[config.mk]
export PLATFORM = sky130hd
export DESIGN_NAME = application_selector_lcd_dfa_64_to_16
export DESIGN_NICKNAME = d
export VERILOG_FILES = /design/src/rtl/application_selector_lcd_dfa_64_to_16.sv
export SDC_FILE = /design/constraint.sdc
export NUM_CORES = 1
export LEC_CHECK = 0
export ABC_AREA = 1
export CORE_MARGIN = 10
export CORE_UTILIZATION = 44
export CTS_CLUSTER_DIAMETER = 40
export CTS_CLUSTER_SIZE = 28
export DETAILED_ROUTE_END_ITERATION = 16
export GPL_TIMING_DRIVEN = 0
export HOLD_SLACK_MARGIN = 0.08
export PLACE_DENSITY = 0.8
export SLEW_MARGIN = 40
export SYNTH_ARGS = -nofsm -noshare
export SYNTH_HDL_FRONTEND = slang
export SYNTH_SLANG_ARGS = --single-unit
[constraint.sdc]
create_clock -name clk -period 1.85 [get_ports clk]
set_input_delay 0.185 -clock clk [delete_from_list [all_inputs] [get_ports clk]]
set_output_delay 0.185 -clock clk [all_outputs]
set_load 0.01 [all_outputs]
[src/rtl/application_selector_lcd_dfa_64_to_16.sv]
// ---------------------------------------------------------------------------
// application_selector_lcd_dfa_64_to_16
//
// Avalon-ST data format adapter. It narrows the 64-bit LCD pixel stream that
// leaves the FIFO timing adapter into 16-bit beats for the pixel serializer.
// Each accepted input beat is held in one register and replayed slice by
// slice, with the MSB slice first. SOP/EOP/empty are re-expressed for the
// narrow bus. On an EOP beat only ceil(nvalid/OUT_SYMBOLS) slices are sent.
//
// Ports
//   clk, reset                 single clock, asynchronous active-high reset
//   in_ready/in_valid/in_data  sink handshake (zero ready latency), 64-bit data
//   in_startofpacket/in_endofpacket/in_empty   sink packet markers
//   out_ready/out_valid/out_data               source handshake, 16-bit data
//   out_startofpacket/out_endofpacket/out_empty source packet markers
//   pkt_error                  sticky framing error flag
//
// Configuration
//   LCD_DFA_PKT_CHECK_EN  When this is defined, the block tracks packet
//                         framing at input acceptance and raises pkt_error on
//                         the first framing violation. When it is undefined,
//                         pkt_error is tied low and no check logic exists.
// ---------------------------------------------------------------------------
module application_selector_lcd_dfa_64_to_16 #(
   parameter int SYMBOL_W    = 8,
   parameter int IN_SYMBOLS  = 8,
   parameter int OUT_SYMBOLS = 2,
   parameter int IN_EMPTY_W  = 3,
   parameter int OUT_EMPTY_W = 1
) (
   input  logic                            clk,
   input  logic                            reset,
   output logic                            in_ready,
   input  logic                            in_valid,
   input  logic [SYMBOL_W*IN_SYMBOLS-1:0]  in_data,
   input  logic                            in_startofpacket,
   input  logic                            in_endofpacket,
   input  logic [IN_EMPTY_W-1:0]           in_empty,
   input  logic                            out_ready,
   output logic                            out_valid,
   output logic [SYMBOL_W*OUT_SYMBOLS-1:0] out_data,
   output logic                            out_startofpacket,
   output logic                            out_endofpacket,
   output logic [OUT_EMPTY_W-1:0]          out_empty,
   output logic                            pkt_error
);

   localparam int IN_W       = SYMBOL_W * IN_SYMBOLS;
   localparam int OUT_W      = SYMBOL_W * OUT_SYMBOLS;
   localparam int NUM_SLICES = IN_SYMBOLS / OUT_SYMBOLS;
   localparam int IDX_W      = (NUM_SLICES > 1) ? $clog2(NUM_SLICES) : 1;
   // This width must hold IN_SYMBOLS + OUT_SYMBOLS - 1 for the ceiling division.
   localparam int CNT_W      = IN_EMPTY_W + 1;

   typedef enum logic {ST_EMPTY, ST_DRAIN} state_t;

   state_t                 state_q;
   logic [IDX_W-1:0]       idx_q;
   logic [IDX_W-1:0]       last_idx_q;
   logic [IN_W-1:0]        data_q;
   logic                   sop_q;
   logic                   eop_q;
   logic [OUT_EMPTY_W-1:0] empty_q;

   logic                   accept;
   logic                   out_xfer;
   logic                   at_last;
   logic [CNT_W-1:0]       nvalid;
   logic [CNT_W-1:0]       nslices;
   logic [IDX_W-1:0]       last_idx_d;
   logic [OUT_EMPTY_W-1:0] empty_d;

   assign at_last  = (idx_q == last_idx_q);
   // While draining, a new beat can be taken only when the final slice leaves
   // in the same cycle. This gives back-to-back beats with no bubble.
   assign in_ready = (state_q == ST_EMPTY) || (out_ready && at_last);
   assign accept   = in_valid && in_ready;
   assign out_xfer = (state_q == ST_DRAIN) && out_ready;

   // Slice count and narrow-bus empty for the beat being offered. The result
   // is evaluated once at acceptance and held, so the output flags need no
   // arithmetic.
   always_comb begin
      nvalid  = CNT_W'(IN_SYMBOLS) - {1'b0, in_empty};
      nslices = (nvalid + CNT_W'(OUT_SYMBOLS - 1)) / CNT_W'(OUT_SYMBOLS);
      if (in_endofpacket) begin
         last_idx_d = IDX_W'(nslices - 1'b1);
         empty_d    = OUT_EMPTY_W'(nslices * CNT_W'(OUT_SYMBOLS) - nvalid);
      end else begin
         last_idx_d = IDX_W'(NUM_SLICES - 1);
         empty_d    = '0;
      end
   end

   // NOTE: every sequential assignment is non-blocking. All registers then
   // sample pre-edge values, whatever order the statements are written in.
   always_ff @(posedge clk or posedge reset) begin
      if (reset) begin
         // NOTE: the 64-bit holding register is reset too. out_data is
         // defined as zero out of reset, and this register feeds it directly.
         state_q    <= ST_EMPTY;
         idx_q      <= '0;
         last_idx_q <= '0;
         data_q     <= '0;
         sop_q      <= 1'b0;
         eop_q      <= 1'b0;
         empty_q    <= '0;
      end else if (accept) begin
         state_q    <= ST_DRAIN;
         idx_q      <= '0;
         last_idx_q <= last_idx_d;
         data_q     <= in_data;
         sop_q      <= in_startofpacket;
         eop_q      <= in_endofpacket;
         empty_q    <= empty_d;
      end else if (out_xfer) begin
         if (at_last) begin
            state_q <= ST_EMPTY;
            idx_q   <= '0;
         end else begin
            idx_q   <= idx_q + 1'b1;
         end
      end
   end

   // NOTE: give out_data a default before the loop. Without it, some idx
   // values would leave the signal unassigned and a latch would be inferred.
   always_comb begin
      out_data = '0;
      for (int s = 0; s < NUM_SLICES; s++) begin
         if (idx_q == IDX_W'(s)) out_data = data_q[IN_W-1-OUT_W*s -: OUT_W];
      end
   end

   assign out_valid         = (state_q == ST_DRAIN);
   assign out_startofpacket = out_valid && sop_q && (idx_q == '0);
   assign out_endofpacket   = out_valid && eop_q && at_last;
   assign out_empty         = (out_valid && eop_q && at_last) ? empty_q : '0;

`ifdef LCD_DFA_PKT_CHECK_EN
   logic in_pkt_q;
   logic err_q;
   logic frame_bad;

   assign frame_bad = (!in_pkt_q && !in_startofpacket)
                   || ( in_pkt_q &&  in_startofpacket)
                   || (!in_endofpacket && (in_empty != '0));

   // The check only observes accepted beats. It never stalls or changes the
   // data path.
   always_ff @(posedge clk or posedge reset) begin
      if (reset) begin
         in_pkt_q <= 1'b0;
         err_q    <= 1'b0;
      end else if (accept) begin
         in_pkt_q <= !in_endofpacket;
         if (frame_bad) err_q <= 1'b1;
      end
   end

   assign pkt_error = err_q;
`else
   assign pkt_error = 1'b0;
`endif

endmodule

After elaboration in Yosys (flattened, before gate mapping)

Index checks and enable logic that the tools add are counted.

Input port bits: 73
Logic and storage cells: 42
Register bits after elaboration: 72

Equality and inequality tests: 4
Reductions and logical operators: 12
Add/sub/neg operators: 5
Bitwise gates (word level): 1
Mux-type cells: 13

Operators with widths:

| operator                                                            | count |
|---|---|
| 16-bit 2-to-1 mux                                                   | 4 |
| 2-bit 2-to-1 mux                                                    | 4 |
| 1-bit logical AND                                                   | 7 |
| 1-bit 2-to-1 mux                                                    | 5 |
| 2-bit == test (second input constant)                               | 2 |
| 2-bit nonzero test                                                  | 2 |
| 3-bit by 1-bit adder with 3-bit output (second input constant)      | 1 |
| 1-bit by 3-bit subtractor with 3-bit output (first input constant)  | 1 |
| 2-bit by 1-bit adder with 2-bit output (second input constant)      | 1 |
| 2-bit by 1-bit == test with 1-bit output (second input constant)    | 1 |
| 2-bit == test                                                       | 1 |
| 2-bit zero test                                                     | 1 |
| 2-bit AND reduction                                                 | 1 |
| 2-bit by 1-bit subtractor with 2-bit output (second input constant) | 1 |
| 1-bit logical OR                                                    | 1 |
| 1-bit NOT                                                           | 1 |
| 1-bit subtractor (first input constant)                             | 1 |

Depth between registers and ports, before layout

Depth after elaboration: 6
Depth in mapped cells: 11

Worst setup path before layout

Ideal clock, no wire load.

Path type: reg2out
Start: register idx_q[0]
End: output port out_data[10]
Buffers on the path: 2
Stages on the path, launching flop included: 8
Data arrival time: 1.553 ns
Data required time: 1.665 ns
Setup slack: 0.112 ns
Cell sequence: dfrtp_1 > ha_1 > buf_2 > nor2_2 > buf_4 > nand2_1 > a21o_1 > a21oi_1

Longest elaborated chain between the ends: 5

Ends and longest elaborated chain:

| what                            | line | text |
|---|---|---|
| start: declaration              | 58   | `logic [IDX_W-1:0] idx_q;` |
| start signal: assignment        | 121  | `idx_q <= idx_q + 1'b1;` |
| 2-bit zero test                 | 131  | `if (idx_q == IDX_W'(s)) out_data = data_q[IN_W-1-OUT_W*s -: OUT_W];` |
| 16-bit 2-to-1 mux (3 in series) | 131  |  |
| 16-bit 2-to-1 mux *             | 131  |  |
| end: declaration                | 41   | `output logic [SYMBOL_W*OUT_SYMBOLS-1:0] out_data,` |

Every way passes the cells marked *; elsewhere a longest branch is shown, timed or not.

Worst setup path in the final report

Start: register idx_q[1]
End: output port out_data[11]

Same word-level chain as after synthesis.

==> qor_table.md <==
| Stage | Item | This run |
|:---|:---|:---|
| outcome | Result of the run | finished, violations left |
| outcome | Failing checks | setup timing |
| synthesis | Area share of and/or/nand/nor cells after synthesis | 0.314 |
| final layout | Post-layout net count | 655 |
| global routing | Global-route wire length before repair | 17.2 mm |
| critical path | WP data arrival | 2.00 ns |
| cts | Number of clock sinks | 72 |
| sta | Maximum achievable frequency | 0.458 GHz |
| synthesis | Multiplexer area fraction after synthesis | 0.00287 |
| floorplan | Width of the chip | 109 µm |
| synthesis | Instance count of the mapped netlist | 457 |
| sta | Number of endpoints with negative hold slack in the final report | 0 |
| route | Drt pass-1 iters | 5 |
| cts | H-tree depth | 3 |
| job | Max Cap Violations | 0 |
| cts | TritonCTS clock tree | done |
| power | Cell Pwr Density | 1620 mW/mm² |
| final layout | Highest-count cells in the layout ignoring fill and taps | sky130_fd_sc_hd__nand2_1 (253), sky130_fd_sc_hd__clkdlybuf4s50_1 (73), sky130_fd_sc_hd__dfrtp_1 (71) |
| synthesis | Synthesized-area fraction occupied by xor and xnor cells | 0.00251 |
| route | Number of violations reported at the end of detailed-routing iteration 0 | 160 |
| cts | Clock Tree Buf Depth | 2 |
| critical path | Kind of capture point of the worst setup path | primary output |
| final layout | Synth-to-Final Area Change | 42.2% |
| critical path | Crit Path Class | reg2out |
| critical path | Category of the worst setup path launch point | flop |
| route | Post-detailed-routing wire length | 10.6 mm |
| critical path | Worst reg2reg startpoint | idx_q[1] |
| cts | Hold buffer count at cts | 0 |
| synthesis | Library cell with the largest summed area after synthesis | sky130_fd_sc_hd__dfrtp_1 |
| floorplan | Total Die Area | 0.0119 mm² |
| final layout | Count of placed standard cells in the final layout, fillers left out | 683 |
| power | Sequential power share | 0.347 |
| critical path | Peak fanout along the critical path | 5 |
| sta | Number of endpoints failing setup at the final stage | 16 |
| placement | Placed wire-length estimate after detailed placement | 7.73 mm |
| synthesis | Post-synth top area share | 0.517 |
| power | Max VDD drop | 0.637 mV |
| floorplan | Core area | 0.00773 mm² |
| sta | Minimum clock period | 2.18 ns |
| synthesis | Synth top area cells | sky130_fd_sc_hd__dfrtp_1 (52%), sky130_fd_sc_hd__nand2_1 (28%), sky130_fd_sc_hd__a21oi_1 (4.6%) |
| critical path | Data required, critical path | 1.66 ns |
| global routing | Global-route usage over all layers | 0.183 |
| floorplan | Std-Cell Rows | 32 |
| cts | Cts bufs inserted | 9 |
| power | P_leak | 2.57 nW |
| final layout | Fraction of layout instances using a drive strength above 1 | 0.172 |
| synthesis | Post-synthesis compound-gate area fraction | 0.0851 |
| cts | Clock latency reported for the late side of the worst-skew pair | 0.36 ns |
| sta | Post-route clock period utilization | 1.18 |
| route | Average wire length per cell after detail routing | 15.5 µm |
| floorplan | Number of placed I/O pins | 95 |
| sta | Setup skew after layout | 0.00781 ns |
| power | Net switching power | 3.27 mW |
| global routing | Pin count of the biggest net entering global routing | 24 |
| synthesis | Combinational family with the most area after synthesis | simple AND/OR/NAND/NOR gates |
| floorplan | Initial Utilization | 0.451 |
| sta | Setup repair after global routing missed its margin | yes |
| final layout | Post-Route Utilization | 0.641 |
| route | Residual DRC count | 0 |
| final layout | Commonest non-fill, non-tap cell in the layout | sky130_fd_sc_hd__nand2_1 |
| synthesis | Seq/Total Area, Yosys | 0.517 |
| synthesis | Library cells used by synthesis | 22 |
| cts | Root cell of the clock tree | sky130_fd_sc_hd__clkbuf_8 |
| power | Switching share of total power | 0.407 |
| global routing | Initial antenna violation count | 0 |
| power | Internal power consumption | 4.76 mW |
| synthesis | Adder and majority gate portion of the synthesized area | 0.0215 |
| power | Gate power share | 0.494 |
| cts | Register clock-pin slew on the reported worst setup and hold paths | 0.08 ns |
| placement | # placed instances | 655 |
| min path | Class of the tightest hold or removal check | in2async |
| sta | Final worst setup slack | -0.332 ns |
| power | Fraction of power consumed by the clock network | 0.159 |
| global routing | Vias in the first global route | 3,481 |
| synthesis | Synthesis warning total | 0 |
| placement | Placer Congestion | 0.817 |
| placement | Number of buffers inserted by port buffering | 93 |
| synthesis | Average size of a mapped cell | 7.62 µm² |
| route | Number of vias per cell | 4.91 |
| global routing | Leftover overflow at the end of global routing | 0 |
| synthesis | Net count after synthesis | 536 |
| critical path | Crit. Startpoint | idx_q[1] |
| final layout | Number of antenna diodes | 0 |
| synthesis | Number of storage elements in the synthesis netlist | 72 |
| synthesis | Post-synthesis cell area | 0.00348 mm² |
| floorplan | Die height | 109 µm |
| route | Antenna viol nets, final | 0 |
| route | Vias post-DR | 3,354 |
| sta | Number of pins exceeding their max-slew limit in the final report | 0 |
| power | Power, Total | 8.03 mW |
==> metrics by stage <==
| stage | worst slack (ns) | hold slack (ns) | TNS [ns] | instance area [µm²] |
|---|---|---|---|---|
| floorplan | 0.112 | 0.293 | 0 | 3490 |
| global placement | -0.669 | 0.463 | -8.62 | 4550 |
| detailed placement | -0.675 | 0.466 | -8.85 | 4620 |
| CTS | -0.308 | 0.189 | -4.07 | 4920 |
| global route | -0.425 | 0.224 | -6.06 | 4960 |
| finish | -0.332 | 0.182 | -4.37 | 4960 |
==> path summary, 6_finish.rpt <==
check,to,slack [ns],cells past startpoint
worst max-delay path,out_data[11],-0.33,10
worst min-delay path,data_q[6],0.18,2
worst max register to register,data_q[35],0.15,12
worst min register to register,data_q[0],0.48,2
max in group asynchronous,data_q[15],1.05,4
min in group clk,data_q[45],0.36,3
==> critical path, stage by stage, from the launching register on <==
cell and delay [ns]:
sky130_fd_sc_hd__dfrtp_1 0.43, sky130_fd_sc_hd__inv_2 0.14, sky130_fd_sc_hd__ha_4 0.15, sky130_fd_sc_hd__inv_2 0.04, sky130_fd_sc_hd__nor2_4 0.14, sky130_fd_sc_hd__buf_12 0.13, sky130_fd_sc_hd__buf_8 0.11, sky130_fd_sc_hd__nand2_1 0.05
sky130_fd_sc_hd__a21o_1 0.16, sky130_fd_sc_hd__a21oi_1 0.14, sky130_fd_sc_hd__buf_2 0.15
==> synthesized netlist by cell type (all sizes together) <==
cell / number
nand2: 259
dfrtp: 72
a21oi: 32
nor2: 19
buf: 17
a21o: 16
inv: 16
clkbuf: 7
ha: 6
nand3: 6
o21ai: 2
conb: 1
mux2i: 1
nor3b: 1
o22ai: 1
xnor2: 1
==> area by class of cell <==
class	instances	area, µm²
Clock inverter	3	40.0
Sequential cell	72	1800
Tap cell	102	128
Fill cell	650	2770
Timing Repair Buffer	110	1030
Multi-Input combinational cell	345	1570
Inverter	16	63.8
Buffer	22	156
Clock buffer	13	159
==> cell families (layout without fill, tap and decap cells) <==
kind of cell	after synthesis	after routing
adder cells (fa/ha/maj)	6	6
buffers and inverters	40	164
multiplexers	1	1
AND/OR/NAND/NOR	285	285
flip-flops	72	72
AO/OA/AOI/OAI	51	51
XOR/XNOR	1	1
other	1	1
==> layer usage <==
metal / vias up / wire length [µm] / track usage
met5: - / 0 / 0
met4: 0 / 180 / 0.0650
met3: 18 / 653 / 0.0478
met2: 113 / 5100 / 0.303
met1: 1574 / 4630 / 0.225
li1: 1649 / - / -
==> state kept, by name, summed over array words and instances (netlist names) <==
| name | cells |
|---|---|
| idx_q | 2 |
| out_valid | 1 |
| data_q | 64 |
| empty_q | 1 |
| last_idx_q | 2 |
| sop_q | 1 |
| eop_q | 1 |
==> repair_timing <==
action / in CTS / in global routing
pin swaps: 6 / 5
gates resized for setup: 107 / 11
setup buffers: 10 / 3
setup endpoints to repair: 20 / 19
gates cloned: 1 / 0
==> power groups by stage <==
stage               logic [mW]  registers (mW)  clock network (mW)
floorplan                 2.21            2.64                   0
global placement          3.57            2.75                   0
detailed placement        3.70            2.76                   0
CTS                       3.87            2.76                1.28
global route              4.41            2.87                1.36
finish                    3.96            2.79                1.28
No activity file was read; power rests on OpenSTA's default activity.
